===== src/rtl/demux1_2_buf.sv =====
// demux1_2_buf: 1-to-2 valid/ready demux, 2-entry FIFO per output.
// Define DEMUX1_2_CNT_EN to add ACNT/BCNT output-transfer counters.
module demux1_2_buf #(
  parameter int W = 32
) (
  input  logic         CLK,
  input  logic         RST_N,
  input  logic [0:W-1] I,
  input  logic         S,
  input  logic         IV,
  output logic         IR,
  output logic [0:W-1] A,
  output logic         AV,
  input  logic         AR,
  output logic [0:W-1] B,
  output logic         BV,
  input  logic         BR
`ifdef DEMUX1_2_CNT_EN
  ,
  output logic [0:15]  ACNT,
  output logic [0:15]  BCNT
`endif
);

  localparam int DEPTH = 2;

  logic [0:W-1] mem_a [DEPTH];
  logic [0:W-1] mem_b [DEPTH];
  logic [1:0]   cnt_a;
  logic [1:0]   cnt_b;
  logic         rd_a;
  logic         wr_a;
  logic         rd_b;
  logic         wr_b;
  logic         push_a;
  logic         push_b;
  logic         pop_a;
  logic         pop_b;

  // Ready depends only on S and the counts, never on AR/BR.
  assign IR = S ? (cnt_a < 2'd2) : (cnt_b < 2'd2);

  assign push_a = IV && IR && S;
  assign push_b = IV && IR && !S;
  assign pop_a  = AV && AR;
  assign pop_b  = BV && BR;

  assign AV = (cnt_a != 2'd0);
  assign BV = (cnt_b != 2'd0);
  assign A  = mem_a[rd_a];
  assign B  = mem_b[rd_b];

  // FIFO A: storage, pointers and occupancy.
  always_ff @(posedge CLK or negedge RST_N) begin
    if (!RST_N) begin
      for (int k = 0; k < DEPTH; k++) mem_a[k] <= '0;
      rd_a  <= 1'b0;
      wr_a  <= 1'b0;
      cnt_a <= 2'd0;
    end else begin
      if (push_a) begin
        mem_a[wr_a] <= I;
        wr_a        <= ~wr_a;
      end
      if (pop_a) rd_a <= ~rd_a;
      unique case ({push_a, pop_a})
        2'b10:   cnt_a <= cnt_a + 2'd1;
        2'b01:   cnt_a <= cnt_a - 2'd1;
        default: cnt_a <= cnt_a;
      endcase
    end
  end

  // FIFO B: storage, pointers and occupancy.
  always_ff @(posedge CLK or negedge RST_N) begin
    if (!RST_N) begin
      for (int k = 0; k < DEPTH; k++) mem_b[k] <= '0;
      rd_b  <= 1'b0;
      wr_b  <= 1'b0;
      cnt_b <= 2'd0;
    end else begin
      if (push_b) begin
        mem_b[wr_b] <= I;
        wr_b        <= ~wr_b;
      end
      if (pop_b) rd_b <= ~rd_b;
      unique case ({push_b, pop_b})
        2'b10:   cnt_b <= cnt_b + 2'd1;
        2'b01:   cnt_b <= cnt_b - 2'd1;
        default: cnt_b <= cnt_b;
      endcase
    end
  end

`ifdef DEMUX1_2_CNT_EN
  // Completed output transfers per side, wrapping at 16 bits.
  always_ff @(posedge CLK or negedge RST_N) begin
    if (!RST_N) begin
      ACNT <= '0;
      BCNT <= '0;
    end else begin
      if (pop_a) ACNT <= ACNT + 16'd1;
      if (pop_b) BCNT <= BCNT + 16'd1;
    end
  end
`endif

endmodule


===== config.mk =====
export PLATFORM = sky130hd
export DESIGN_NAME = demux1_2_buf
export DESIGN_NICKNAME = d
export VERILOG_FILES = /design/src/rtl/demux1_2_buf.sv
export SDC_FILE = /design/constraint.sdc
export NUM_CORES = 1
export LEC_CHECK = 0
export CAP_MARGIN = 20
export CORE_MARGIN = 2
export CORE_UTILIZATION = 57
export DETAILED_ROUTE_END_ITERATION = 10
export PLACE_DENSITY = 0.82
export SLEW_MARGIN = 20
export SYNTH_ARGS = -nofsm -noshare
export SYNTH_HDL_FRONTEND = slang
export SYNTH_SLANG_ARGS = --single-unit

===== constraint.sdc =====
create_clock -name CLK -period 4.7 [get_ports CLK]
set_clock_uncertainty 0.2 [all_clocks]
set_input_delay 0.47 -clock CLK [delete_from_list [all_inputs] [get_ports CLK]]
set_output_delay 0.47 -clock CLK [all_outputs]
set_load 0.005 [all_outputs]

## After elaboration in Yosys (flattened, before gate mapping)

Cells that the tools add are included.

- Register bits: 136
- Latch bits: 0
- Memory bits (writable): 0
- Memory bits (read-only): 0
- Input bits: 38
- Output and inout port bits: 67
- Logic and storage cells: 61
- Memories: 0

- $add $sub $neg: 4
- $mul: 0
- Divide/modulo/power cells: 0
- Order comparisons: 8
- Equal/unequal tests: 4
- Shift operators: 0
- Mux-type cells: 15
- Bitwise operators: 8
- Reductions and logical operators: 12

Operator list:

| cell | count |
|---|---|
| $mux 32 | 8 |
| $bwmux 64 | 2 |
| $demux 32 s1 | 2 |
| $ge 2x2->1 const B | 4 |
| $not 1->2 | 4 |
| $pmux 2 s2 | 2 |
| $reduce_bool 2->1 | 4 |
| $logic_and 1x1->1 | 7 |
| $add 2x1->2 const B | 2 |
| $eq 2x1->1 const B | 2 |
| $eq 2x2->1 const B | 2 |
| $lt 2x1->1 const B | 2 |
| $lt 2x2->1 const B | 2 |
| $not 1->1 | 4 |
| $sub 2x1->2 const B | 2 |
| $logic_not 1->1 | 1 |
| $mux 1 | 1 |

## Depth between registers and ports, before layout

- Depth after elaboration: 6
- Mapped depth: 6
- Mapped depth without buffers: 6

## Worst setup path before layout

Ideal clock, no wire load.

- Kind: flip-flop to output port
- Start: register rd_a
- End: output port A[1] (netlist bit)
- Arrival: 1.235 ns
- Data required time: 4.030 ns
- Setup slack: 2.795 ns
- Stages on the path, launching flop included: 4
- Path buffers: 2
- Path through: dfrtp_1 > clkbuf_1 > clkbuf_1 > mux2_2

- Cells in the longest elaborated chain, start to end: 4

RTL lines:

| what | line | text |
|---|---|---|
| start, declared | 31 | `logic rd_a;` |
| start signal, assigned | 65 | `if (pop_a) rd_a <= ~rd_a;` |
| $not 1->2 (implied by the code) | 50 | `assign A = mem_a[rd_a];` |
| $mux 32 (implied by the code) (3 in a row) | 50 |  |
| end, declared | 12 | `output logic [0:W-1] A,` |

No other way between the ends. The select of a mux whose other input is x is not followed.

## Worst setup path after layout

- Start: register rd_b
- End: output port B[0] (netlist bit)

- Cells in the longest elaborated chain, start to end: 4

RTL lines:

| what | line | text |
|---|---|---|
| start, declared | 33 | `logic rd_b;` |
| start signal, assigned | 86 | `if (pop_b) rd_b <= ~rd_b;` |
| $not 1->2 (implied by the code) | 51 | `assign B = mem_b[rd_b];` |
| $mux 32 (implied by the code) (3 in a row) | 51 |  |
| end, declared | 15 | `output logic [0:W-1] B,` |

No other way between the ends. The select of a mux whose other input is x is not followed.

==> metrics.md <==
| Metric | Value |
|---|---|
| Die Y | `108.5 um` |
| Total gr overflow | `0` |
| TNS Setup | `0 ps` |
| Gr usage total | `22.51%` |
| WP data required | `4030 ps` |
| Hold WC Path Type | `reg2reg` |
| Cell at the root of the clock tree | `clkbuf_8` |
| Number of global-route vias before repair | `3,877` |
| DR iter-0 viols | `100` |
| Hpwl dp | `7577 um` |
| Pin slew with the least headroom to its limit | `818.9 ps` |
| Kind of start point of the critical path | `register` |
| Vias | `3,468` |
| Pwr/cell area | `767.2 nW/um^2` |
| CTS tree | `done` |
| Period Utilization, post-route | `70.15%` |
| CTS Buffer Depth | `2` |
| Largest net degree at the start of global routing | `60` |
| Seq. cell area | `3403 sq um` |
| P_leak | `0.003414 uW` |
| Crit-path max FO | `17` |
| Final wirelength | `12,340 um` |
| Area of the multi-input gates | `2619 sq um` |
| N_diodes | `0` |
| Core Region | `10,750 sq um` |
| DRC Markers | `0` |
| Final hold vios | `0` |
| Ranking of synthesized cells by area | `dfrtp_1 (55%), mux2_2 (24%), mux2_4 (14%)` |
| CTS Sinks | `136` |
| Wirelength per Cell | `19.37 um` |
| Setup crit end kind | `primary output` |
| Finished Cell Area | `7893 sq um` |
| Antenna violations before repair | `0` |
| Synthesized area | `6223 sq um` |
| Seq/Total Area, Yosys | `54.68%` |
| Die width | `108.5 um` |
| Outcome | `completed` |
| Tot Pwr | `6055 uW` |
| Yosys Warn Count | `0` |
| Synth area leader | `dfrtp_1` |
| Row Count | `38` |
| Clock buffer count from CTS | `17` |
| Clk_lat worst skew | `510 ps` |
| Filler cell count | `704` |
| Final Core Density | `73.45%` |
| Port Buf Inserts | `104` |
| Max-Cap Viols | `0` |
| Placed cell areas | `7277 sq um` |
| VDD IR max | `394.2 uV` |
| WP data arrival | `2630 ps` |
| Critical path class | `reg2out` |
| Netlist cell types | `20` |
| Post-route ant nets | `0` |
| Non-filler instance count after layout | `637` |
| Cell count after synthesis | `375` |
| Fmax achieved | `303.3 MHz` |
| Area growth, synth to finish | `26.82%` |
| Layout cell share with drive strength beyond 1 | `47.28%` |
| Final net count | `524` |
| Mean Syn Cell Area | `16.60 sq um` |
| Final setup fails | `0` |
| Worst slew margin | `45.40%` |
| Slew Limit Fails | `0` |
| Fin crit period | `3297 ps` |
| Clock H-tree levels | `4` |
| Mapped Nets | `415` |
| RePlAce Congestion | `0.7334` |
| Vias per inst | `5.444` |
| #FFs+latches synth | `136` |
| Post-Place Cells | `603` |
| Reg clk slew, reported paths | `60 ps` |
| Yosys top cell area share | `54.68%` |
| Global-route wire length before repair | `19,910 um` |
| Die Footprint | `11,770 sq um` |
| Starting Density | `57.92%` |
| RSZ-0062 raised after global routing | `false` |
| Pre-antenna DRT Iters | `6` |
| Reg2Reg Setup Slack | `2260 ps` |
| Ports | `105` |
| Post-CTS setup buffer count | `0` |
-- state kept, by name, summed over array words and instances (netlist names) --
name   flops
cnt_a      2
cnt_b      2
mem_a     64
mem_b     64
rd_a       1
rd_b       1
wr_a       1
wr_b       1
-- path summary, 6_finish.rpt --
kind / from / end / depth (start not counted)
worst max register to register: cnt_b[1] / mem_b[31] / 3
worst min register to register: mem_a[3] / mem_a[3] / 1
worst min-delay path: mem_a[3] / mem_a[3] / 1
max in group asynchronous: RST_N / mem_b[26] / 3
min in group asynchronous: RST_N / mem_a[15] / 2
worst max-delay path: rd_b / B[0] / 3
-- synth_stat cells --
library cell	count
buf_12	6
nor2_1	3
buf_2	8
xor2_1	4
clkbuf_1	3
or3b_1	1
ha_1	2
nor2_8	2
or2_2	2
nand3b_1	1
mux2i_1	1
buf_4	3
buf_6	1
mux2_2	132
xnor2_1	6
inv_1	1
and2_1	2
mux2_4	60
dfrtp_1	136
nand4b_1	1
-- cell usage in the layout (no fill, tap or decap) --
master / count
or3b_1: 1
mux2i_1: 1
nor2_4: 1
clkdlybuf4s50_1: 103
nor2_1: 2
dlygate4sd3_1: 1
and2_1: 2
xnor2_1: 6
inv_1: 1
mux2_2: 132
bufinv_16: 3
ha_1: 2
xor2_1: 4
buf_4: 6
clkinv_2: 5
buf_12: 1
mux2_4: 60
clkbuf_16: 16
dfrtp_1: 136
or2_2: 2
clkinvlp_4: 4
clkbuf_1: 1
clkinv_4: 1
clkbuf_8: 2
nand3b_1: 1
nand4b_1: 1
nor2_8: 2
-- repair_timing --
action                                 4_1_cts  5_1_grt
endpoints found under the hold margin       57        0
hold buffers                                 1        0
resized for setup                            0        0
-- metrics by stage --
| stage | hold WS, ps | setup WS, ps |
|---|---|---|
| finish | 301.2 | 1403 |
| global route | 310.9 | 1292 |
| CTS | 303.1 | 1358 |
| detailed placement | 286.7 | 1711 |
| global placement | 281.0 | 1762 |
| floorplan | -25.59 | 2795 |
-- cell families after synthesis --
| kind of cell | synth area share, % |
|---|---|
| mux | 38.52 |
| flops | 54.68 |
| buf+inv | 3.357 |
| simple gates | 1.629 |
| xor+xnor | 1.407 |
| fa+ha+maj | 0.4020 |
-- where the power goes --
group / internal [uW] / switching (uW) / leakage, uW / total [uW]
sequential: 1770 / 353 / 0.00162 / 2120
clock: 817 / 493 / 0.000279 / 1310
combinational: 1820 / 804 / 0.00151 / 2620
-- critical path, stage by stage, from the launching register on --
cell and delay (ps):
dfrtp_1 860, buf_4 400, mux2_2 370, clkdlybuf4s50_1 480
-- layer usage --
layer / GRT usage, % / wire, um / part of all wire [%]
met1: 30.40 / 5695 / 46
met5: 0 / 0 / 0
met2: 36.21 / 6062 / 49
met4: 6.960 / 123 / 1.0
met3: 5.485 / 455 / 3.7
-- cell type report --
cell class,count,area share [%]
clock inverter,13,1.950
timing repair buffer,111,14.01
clock buffer,19,5.469
tap,140,2.219
multi-input combinational,217,33.18
sequential,136,43.12
inverter,1,0.04756
(Power assumes the default switching activity.)
